### config.mk
export PLATFORM = sky130hd
export DESIGN_NAME = mul8_shared_seq
export DESIGN_NICKNAME = d
export VERILOG_FILES = /design/src/rtl/mul8_pkg.sv /design/src/rtl/multiCS4_v1.sv /design/src/rtl/mul8_shared_seq.sv
export SDC_FILE = /design/constraint.sdc
export NUM_CORES = 1
export LEC_CHECK = 0
export ABC_AREA = 1
export BUFFER_PORTS_ARGS = -buffer_cell sky130_fd_sc_hd__buf_2
export CAP_MARGIN = 20
export CORE_AREA = 2 2 86 108
export CTS_CLUSTER_SIZE = 10
export DETAILED_ROUTE_END_ITERATION = 6
export DIE_AREA = 0 0 88 110
export MAX_ROUTING_LAYER = met4
export PLACE_DENSITY = 0.64
export SYNTH_ARGS = -nofsm -noshare
export SYNTH_HDL_FRONTEND = slang
export SYNTH_HIERARCHICAL = 1
export SYNTH_SLANG_ARGS = --single-unit
### constraint.sdc
create_clock -name clk_i -period 12.45 [get_ports clk_i]
set_input_delay 1.245 -clock clk_i [delete_from_list [all_inputs] [get_ports clk_i]]
set_output_delay 1.245 -clock clk_i [all_outputs]
set_load 0.03 [all_outputs]
### src/rtl/mul8_pkg.sv
// mul8_pkg: shared definitions for the time-shared 8x8 multiplier.
//   state_t  - controller state encoding (IDLE, MUL, RESP)
//   OP_W     - operand width
//   HALF_W   - nibble width fed to the 4x4 multiplier
//   PROD_W   - product / accumulator width
//   STEP_CNT - partial-product steps per operation
package mul8_pkg;

    localparam int OP_W     = 8;
    localparam int HALF_W   = 4;
    localparam int PROD_W   = 16;
    localparam int STEP_CNT = 4;

    typedef enum logic [1:0] {
        IDLE = 2'd0,
        MUL  = 2'd1,
        RESP = 2'd2
    } state_t;

endpackage

### src/rtl/multiCS4_v1.sv
// multiCS4_v1: combinational 4x4 unsigned carry-save multiplier.
//   a_i [3:0] - multiplicand nibble
//   b_i [3:0] - multiplier nibble
//   p_o [7:0] - product
// Four partial-product rows are reduced by two carry-save stages,
// then merged by a single carry-propagate add.
module multiCS4_v1
    import mul8_pkg::*;
(
    input  logic [HALF_W-1:0]   a_i,
    input  logic [HALF_W-1:0]   b_i,
    output logic [2*HALF_W-1:0] p_o
);

    logic [2*HALF_W-1:0] r0, r1, r2, r3;
    logic [2*HALF_W-1:0] s1, c1, s2, c2;

    always_comb begin
        r0 = {4'b0, a_i & {HALF_W{b_i[0]}}};
        r1 = {3'b0, a_i & {HALF_W{b_i[1]}}, 1'b0};
        r2 = {2'b0, a_i & {HALF_W{b_i[2]}}, 2'b0};
        r3 = {1'b0, a_i & {HALF_W{b_i[3]}}, 3'b0};
        // s + c always equals the true partial sum (<= 225), so no carry
        // can ever be shifted out of the top bit.
        s1 = r0 ^ r1 ^ r2;
        c1 = ((r0 & r1) | (r0 & r2) | (r1 & r2)) << 1;
        s2 = s1 ^ c1 ^ r3;
        c2 = ((s1 & c1) | (s1 & r3) | (c1 & r3)) << 1;
        p_o = s2 + c2;
    end

endmodule

### src/rtl/mul8_shared_seq.sv
// mul8_shared_seq: two-requester 8x8 unsigned multiplier sharing one 4x4
// multiplier over four steps.
//   RR_EN        - 1: round-robin arbitration, 0: requester 0 always wins
//   clk_i        - clock
//   rst_ni       - asynchronous active-low reset
//   req_valid_i  - per-requester operand valid
//   req_a_i      - packed multiplicands, requester k at [8k+7:8k]
//   req_b_i      - packed multipliers, same packing
//   req_ready_o  - per-requester accept (one-hot, IDLE only)
//   rsp_valid_o  - result available
//   rsp_id_o     - requester owning the result
//   rsp_prod_o   - 16-bit product
//   rsp_ready_i  - consumer accepts the result
//   busy_o       - controller not idle
//
// state | meaning
// IDLE  | waiting for a request; arbitration active
// MUL   | one partial product accumulated per cycle, steps 0..3
// RESP  | product presented until the consumer takes it
module mul8_shared_seq
    import mul8_pkg::*;
#(
    parameter int RR_EN = 1
) (
    input  logic              clk_i,
    input  logic              rst_ni,
    input  logic [1:0]        req_valid_i,
    input  logic [2*OP_W-1:0] req_a_i,
    input  logic [2*OP_W-1:0] req_b_i,
    output logic [1:0]        req_ready_o,
    output logic              rsp_valid_o,
    output logic              rsp_id_o,
    output logic [PROD_W-1:0] rsp_prod_o,
    input  logic              rsp_ready_i,
    output logic              busy_o
);

    state_t state, state_nxt;

    logic [1:0]          grant;
    logic                rr_last;
    logic [OP_W-1:0]     a_q, b_q;
    logic                id_q;
    logic [1:0]          step_q;
    logic                last_step;
    logic [PROD_W-1:0]   acc_q, prod_q;
    logic [HALF_W-1:0]   a_nib, b_nib;
    logic [2*HALF_W-1:0] pp;
    logic [PROD_W-1:0]   pp_sh, acc_sum;

    assign last_step = (step_q == 2'(STEP_CNT - 1));

    always_ff @(posedge clk_i or negedge rst_ni) begin
        if (!rst_ni) state <= IDLE;
        else         state <= state_nxt;
    end

    // rr_last holds the id granted last; its reset value of 1 makes
    // requester 0 win the first contention.
    always_comb begin
        state_nxt = state;
        grant     = 2'b00;
        case (state)
            IDLE: begin
                if (req_valid_i[0] && (!req_valid_i[1] || RR_EN == 0 || rr_last))
                    grant = 2'b01;
                else if (req_valid_i[1])
                    grant = 2'b10;
                if (grant != 2'b00) state_nxt = MUL;
            end
            MUL:     if (last_step)   state_nxt = RESP;
            RESP:    if (rsp_ready_i) state_nxt = IDLE;
            default: state_nxt = IDLE;
        endcase
    end

    // Keep ready low while reset is held even though the state reads IDLE.
    assign req_ready_o = grant & {2{rst_ni}};
    assign rsp_valid_o = (state == RESP);
    assign busy_o      = (state != IDLE);
    assign rsp_id_o    = id_q;
    assign rsp_prod_o  = prod_q;

    // Step k selects the A nibble by bit 0 and the B nibble by bit 1.
    assign a_nib = step_q[0] ? a_q[OP_W-1:HALF_W] : a_q[HALF_W-1:0];
    assign b_nib = step_q[1] ? b_q[OP_W-1:HALF_W] : b_q[HALF_W-1:0];

    multiCS4_v1 u_mul4 (
        .a_i (a_nib),
        .b_i (b_nib),
        .p_o (pp)
    );

    always_comb begin
        pp_sh = PROD_W'(pp);
        case (step_q)
            2'd0:       pp_sh = PROD_W'(pp);
            2'd1, 2'd2: pp_sh = PROD_W'(pp) << HALF_W;
            default:    pp_sh = PROD_W'(pp) << OP_W;
        endcase
        acc_sum = acc_q + pp_sh;
    end

    always_ff @(posedge clk_i or negedge rst_ni) begin
        if (!rst_ni) begin
            a_q     <= '0;
            b_q     <= '0;
            id_q    <= 1'b0;
            step_q  <= 2'd0;
            acc_q   <= '0;
            prod_q  <= '0;
            rr_last <= 1'b1;
        end else if (state == IDLE && grant != 2'b00) begin
            a_q     <= grant[1] ? req_a_i[2*OP_W-1:OP_W] : req_a_i[OP_W-1:0];
            b_q     <= grant[1] ? req_b_i[2*OP_W-1:OP_W] : req_b_i[OP_W-1:0];
            id_q    <= grant[1];
            step_q  <= 2'd0;
            acc_q   <= '0;
            rr_last <= grant[1];
        end else if (state == MUL) begin
            acc_q  <= acc_sum;
            step_q <= step_q + 2'd1;
            if (last_step) prod_q <= acc_sum;
        end
    end

endmodule

* Yosys cells after proc, flatten, opt, wreduce, memory -nomap -nowiden
Cells that the tools add are included.
** Operators by class
- Add/subtract/negate cells :: 3
- Eq/ne operators :: 8
- Muxes and demuxes :: 17
- Bitwise operators :: 20
- Reduce and logical (&&, ||, !) cells :: 13
** Operator list (number)
- 16-bit two-way mux :: 2
- 16-bit case mux with 2 select lines :: 1
- 7-bit bitwise AND :: 3
- 7-bit bitwise OR :: 3
- 2-bit two-way mux :: 9
- 16-bit adder :: 1
- 4-bit bitwise AND :: 4
- 8-bit two-way mux :: 2
- 8-bit adder :: 1
- 4-bit two-way mux :: 2
- 2-bit nonzero test :: 4
- 8-bit by 7-bit bitwise XOR with 8-bit output :: 1
- 8-bit bitwise XOR :: 1
- 7-bit by 6-bit bitwise OR with 7-bit output :: 1
- 4-bit by 6-bit bitwise AND with 6-bit output :: 1
- 5-bit by 6-bit bitwise AND with 6-bit output :: 1
- 2-bit equality test, second input constant :: 3
- 2-bit case mux with 3 select lines :: 1
- 3-bit AND reduction :: 2
- 5-bit by 6-bit bitwise XOR with 6-bit output :: 1
- 4-bit by 5-bit bitwise AND with 5-bit output :: 1
- 4-bit by 5-bit bitwise XOR with 5-bit output :: 1
- 2-bit by 1-bit equality test with 1-bit output, second input constant :: 2
- 2-bit logical NOT :: 2
- 9 further kinds :: 11
** Word-level totals
- Flip-flop bits (word level) :: 54
- Bits of input ports :: 37
- Logic and storage cells :: 69

* Depth between registers and ports, before layout
- Depth in word-level cells :: 13
- Gate-level depth with buffers :: 24

* By module
Netlist, hierarchy kept.
** By module, submodules not included
- mul8_shared_seq :: times used 1, cells an instance 470, area each 3402.0 µm², sequential area each 1352.5 µm²
- multiCS4_v1 :: times used 1, cells an instance 63, area each 407.9 µm², sequential area each 0.0 µm²

* Worst setup path before layout
No wires, ideal clock.
- Kind :: reg-to-reg
- From :: reg step_q[0]
- To :: reg acc_q[7]
- Library setup time :: 128 ps
- Data arrival time :: 4032 ps
- Data required time :: 12322 ps
- Path slack :: 8290 ps
- Stages on the path, launching flop included :: 20
- Path buffers :: 1
- Clock period less this slack :: 4160 ps
- Cell sequence :: dfrtp_1 clkbuf_1 o21ai_0 nand2_1 fa_1 inv_1 fa_1 ha_1 inv_1 fa_1 xnor2_1 nand2_1 o32ai_1 ha_1 nand2_1 inv_1 a21oi_1 nand2_1 xnor2_1 o21ai_0
** Between the ends
- Word-level cells in the longest chain between the ends :: 13
- Elaborated cells between the ends (all ways) :: 28
- Those cells by class :: add/sub: 2; eq/ne: 2; mux: 4; bitwise: 18; reduce/logical: 2
** RTL lines
- start: declaration :: RTL line mul8_shared_seq.sv:44 : logic [1:0] step_q;
- start signal: assignment :: RTL line mul8_shared_seq.sv:122 : step_q <= step_q + 2'd1;
- 4-bit two-way mux * :: RTL line mul8_shared_seq.sv:85 : assign a_nib = step_q[0] ? a_q[OP_W-1:HALF_W] : a_q[HALF_W-1:0];
- via a_nib[3] :: RTL line mul8_shared_seq.sv:47 : logic [HALF_W-1:0] a_nib, b_nib;
- 4-bit bitwise AND :: RTL line multiCS4_v1.sv:19 : r0 = {4'b0, a_i & {HALF_W{b_i[0]}}};
- 4-bit by 5-bit bitwise AND with 5-bit output / 4-bit by 6-bit bitwise AND with 6-bit output (equally long branches) :: RTL line multiCS4_v1.sv:26 : c1 = ((r0 & r1) | (r0 & r2) | (r1 & r2)) << 1;
- 7-bit bitwise OR :: RTL line multiCS4_v1.sv:26
- 7-bit by 6-bit bitwise OR with 7-bit output :: RTL line multiCS4_v1.sv:26
- 7-bit bitwise AND :: RTL line multiCS4_v1.sv:28 : c2 = ((s1 & c1) | (s1 & r3) | (c1 & r3)) << 1;
- 7-bit bitwise OR (2 in series) :: RTL line multiCS4_v1.sv:28
- 8-bit adder * :: RTL line multiCS4_v1.sv:29 : p_o = s2 + c2;
- via pp[5] :: RTL line mul8_shared_seq.sv:48 : logic [2*HALF_W-1:0] pp;
- 16-bit case mux with 2 select lines * :: RTL line mul8_shared_seq.sv:96 : case (step_q)
- 16-bit adder * :: RTL line mul8_shared_seq.sv:101 : acc_sum = acc_q + pp_sh;
- 16-bit two-way mux * :: RTL line mul8_shared_seq.sv:120 : end else if (state == MUL) begin
- 16-bit two-way mux * :: RTL line mul8_shared_seq.sv:113 : end else if (state == IDLE && grant != 2'b00) begin
- end signal: assignment :: RTL line mul8_shared_seq.sv:121 : acc_q <= acc_sum;
- end: declaration :: RTL line mul8_shared_seq.sv:46 : logic [PROD_W-1:0] acc_q, prod_q;
Mark *: on every way through the listed nets, which the timed path passes. The rest lies on a longest branch. The select of a mux whose other input is x is not followed.
A chain may end at the register's enable or synchronous reset.

* Worst setup path after layout
- From :: reg step_q[1]
- To :: reg prod_q[14] (netlist: rsp_prod_o[14])
** Between the ends
- Word-level cells in the longest chain between the ends :: 11
- Elaborated cells between the ends (all ways) :: 28
- Those cells by class :: add/sub: 2; eq/ne: 3; mux: 2; bitwise: 18; reduce/logical: 3
** RTL lines
- 4-bit two-way mux * :: RTL line mul8_shared_seq.sv:86 : assign b_nib = step_q[1] ? b_q[OP_W-1:HALF_W] : b_q[HALF_W-1:0];
- via b_nib[0] :: RTL line mul8_shared_seq.sv:47
- 4-bit bitwise AND * :: RTL line multiCS4_v1.sv:19
- 4-bit by 5-bit bitwise AND with 5-bit output / 4-bit by 6-bit bitwise AND with 6-bit output (equally long branches) :: RTL line multiCS4_v1.sv:26
- 7-bit bitwise OR :: RTL line multiCS4_v1.sv:26
- 7-bit by 6-bit bitwise OR with 7-bit output :: RTL line multiCS4_v1.sv:26
- 7-bit bitwise AND :: RTL line multiCS4_v1.sv:28
- 7-bit bitwise OR (2 in series) :: RTL line multiCS4_v1.sv:28
- 8-bit adder * :: RTL line multiCS4_v1.sv:29
- via pp[5] :: RTL line mul8_shared_seq.sv:48
- 16-bit case mux with 2 select lines * :: RTL line mul8_shared_seq.sv:96
- 16-bit adder * :: RTL line mul8_shared_seq.sv:101
- end signal: assignment :: RTL line mul8_shared_seq.sv:123 : if (last_step) prod_q <= acc_sum;
- end: declaration :: RTL line mul8_shared_seq.sv:46
Mark *: on every way through the listed nets, which the timed path passes. The rest lies on a longest branch.

==> results.md <==
* Clk sinks at 54
* Worst slew pin tran at 702 ps
* Critical Path Sink Type: flop
* Yosys reg bits at 54
* Tmin final at 4720 ps
* Slew margin rel. at 0.532
* Core Region at 0.00861 sq mm
* Final period util at 0.379
* Fmax at 212 MHz
* Clock-pin slew on the worst setup and hold paths at 100 ps
* Main combinational cell family by area after synthesis: simple AND/OR/NAND/NOR gates
* Type of origin of the critical path: flop
* R2r endpoint: rsp_prod_o[14]
* Share of cells above drive strength 1 at 0.137
* Drt total wl at 8.73 mm
* CTS root buffer: clkbuf_8
* Adder-cell share of the synthesized area at 0.116
* Final setup fails at 0
* Setup TNS at 0 ps
* CTS Buf Count at 5
* Sequential-to-total area share from yosys stat at 0.355
* Post-synthesis simple-gate area fraction at 0.287
* Die Wd at 88 um
* Cell Area, Synth at 0.00381 sq mm
* Post-synth net total at 601
* H-tree Lvls at 2
* Drt first pass iters at 4
* Reg2Reg Depth at 20
* R2R setup slack at around 7700 ps
* Global Route Usage Sum at 0.200
* Final HPWL DP at 6.76 mm
* CTS tree: done
* GPL Wtd Cong at just over 0.9
* Complex-gate fraction of the synthesized area at 0.116
* Setup Fix Bufs, Post-CTS at 0
* Die height at 110 um
* Hold-fix buffers, CTS at 0
* Hold EP: rsp_id_o
* DRT iter0 DRCs at roughly 130
* CP peak stage delay at approximately 550 ps
* Diodes inserted at 0
* Most used cell, CP: nand2_1
* CP top delay family: adder cells
* Worst Path Buf+Inv at 3
* Required @ worst endpoint at 12670 ps
* Min-delay src: rsp_id_o
* Pin count of the biggest net entering global routing at 56
* Clk Latency, worst-skew pair at between 300 and 400 ps
* Mean post-synth cell area at between 7 and 8 sq um
* Num rows at 38
* Drt drc at 0
* Synth warn at 6
* Die ar. at 0.00968 sq mm
* Gate Count Post-Synth at 533
* Worst min-delay path class: flop to flop
* Final ANT Viol Nets at 0
* CTS resizes at 0
* Synth-to-Final Area Change at 12.1%
* WL/cell at around 12 um
* Clk buf depth at 2
* Slew Limit Fails at 0
* Mux share of post-synthesis cell area at 0
* Nets at 653
* Cell depth of the worst hold path at 2
* RSZ-0062 raised after global routing: false
* Vias in the first global route at about 3300
* Via-to-Cell Ratio at roughly 4.8
* Critical setup path kind: flop to flop
* Post-Synth XOR/XNOR Area at 0.0161
* Crit-path cells: o21ai_0 > nand2_1 > fa_1 > inv_1 > fa_1 > ha_1 > inv_1 > fa_1 > xnor2_1 > nand2_1 > o32ai_1 > ha_1 > nand2_1 > inv_1 > nand2_1 > nand3_1 > nand2_1 > nand3_1 > nand3_1 > nand2_1
* Worst r2r src: step_q[1]
* Effective utilization at floorplan at 0.443
* Crit Path Max Fanout at 11
* First-pass GRT wire length at 14.7 mm
* Vias post-DR at around 3400
* CP arrival at 4950 ps
* CP max-delay cell: fa_1
* Final Hold Viols at 0
* Max Clock Skew at 14.1 ps
* Initial antenna violation count at 0
* I/O pin count at a little under 60
* Number of max-cap violations at 0
* Grt total ovfl at 0
* PortBufs at 57
* Netlist cell types at 33
* Status: finished, final reports clean
==> stage by stage <==
stage,hold slack [ps],utilization,instances,setup WS (ps),instance area (sq um)
finish,476,0.496,706,7730,4270
global route,501,0.496,706,7350,4270
CTS,482,0.496,706,7800,4270
detailed placement,457,0.483,698,7770,4160
global placement,456,0.483,698,7920,4160
floorplan,448,-,533,8290,3810
==> cell usage in the layout (no fill, tap or decap), types with 2 or more instances in the layout <==
master and n:
nand2_1 182, inv_1 85, buf_2 57, dfrtp_1 53, o21ai_0 34, nor2_1 31
nand3_1 29, ha_1 24, a21oi_1 19, o22ai_1 11, nor3_1 7, o21ai_1 7
fa_1 7, xnor2_1 5, clkbuf_8 5, o32ai_1 3, nand3b_1 3, o21ai_2 3
nand2_2 2, nor2_4 2, nand4_1 2, xor2_1 2
==> worst register-to-register path: cells and delay by family (launching register included) <==
family / cells / cell delay [ps]
AO/OA/AOI/OAI: 2 / 630
XOR/XNOR: 1 / 250
adder cells (fa/ha/maj): 5 / 2030
buffers and inverters: 3 / 160
flip-flops: 1 / 480
AND/OR/NAND/NOR: 9 / 1080
==> synthesized netlist by cell type <==
| cell | instances | area, sq um |
|---|---|---|
| o31ai_1 | 1 | 7.51 |
| o21ai_1 | 7 | 35.0 |
| nor2_2 | 1 | 6.26 |
| nor2_1 | 31 | 116 |
| buf_6 | 4 | 45.0 |
| nor3_1 | 7 | 35.0 |
| o21ai_2 | 3 | 26.3 |
| xnor2_1 | 5 | 43.8 |
| nand3b_1 | 3 | 22.5 |
| nand2_4 | 1 | 11.3 |
| ha_1 | 24 | 300 |
| nand4_1 | 2 | 12.5 |
| inv_2 | 1 | 3.75 |
| nand2_1 | 182 | 683 |
| xor2_1 | 2 | 17.5 |
| nor2_8 | 1 | 20.0 |
| o21ai_0 | 34 | 170 |
| fa_1 | 7 | 140 |
| o32ai_1 | 3 | 26.3 |
| nand3_1 | 29 | 145 |
| dfstp_2 | 1 | 26.3 |
| clkbuf_1 | 4 | 15.0 |
| nor2_4 | 2 | 22.5 |
| o22ai_1 | 11 | 68.8 |
| inv_1 | 85 | 319 |
| inv_4 | 1 | 6.26 |
| or2_2 | 1 | 6.26 |
| a21boi_2 | 1 | 11.3 |
| dfrtp_1 | 53 | 1330 |
| buf_2 | 2 | 10.0 |
| buf_4 | 3 | 22.5 |
| nand2_2 | 2 | 12.5 |
| a21oi_1 | 19 | 95.1 |
==> registers in the layout, summed over array words and instances (netlist names) <==
name        flops
rsp_prod_o     16
state           2
b_q             8
rsp_id_o        1
rr_last         1
acc_q          16
step_q          2
a_q             8
==> kinds of logic after synthesis <==
kind of cell,after synthesis
AND/OR/NAND/NOR,262
buffers and inverters,100
AO/OA/AOI/OAI,79
flip-flops,54
adder cells (fa/ha/maj),31
XOR/XNOR,7
==> area by class of cell <==
cell class | count | area, sq um
clock inverter | 2 | 37.5
tap | 120 | 150
fill | 877 | 4340
multi-input combinational | 379 | 2040
sequential | 54 | 1350
inverter | 87 | 329
timing repair buffer | 58 | 293
clock buffer | 6 | 72.6
==> layer usage <==
layer	global-route usage	wire length, um
met1	0.229	3880
met3	0.0298	267
met2	0.351	4380
met4	0.0747	195
met5	-	0
==> worst max path at each step <==
stage | depth (start not counted) | slack, ps | start | endpoint
2_1_floorplan | 19 | 8290 | step_q[0] | acc_q[7]
4_1_cts | 20 | 7800 | step_q[0] | rsp_prod_o[14]
5_1_grt | 20 | 7350 | step_q[1] | rsp_prod_o[11]
3_3_place_gp | 18 | 7920 | step_q[1] | acc_q[7]
3_5_place_dp | 18 | 7770 | step_q[0] | acc_q[6]
6_report | 20 | 7730 | step_q[1] | rsp_prod_o[14]
Power is left out: the tool's default activity adds up to more than one toggle a clock period on the data nets, which glitch-free logic cannot reach.
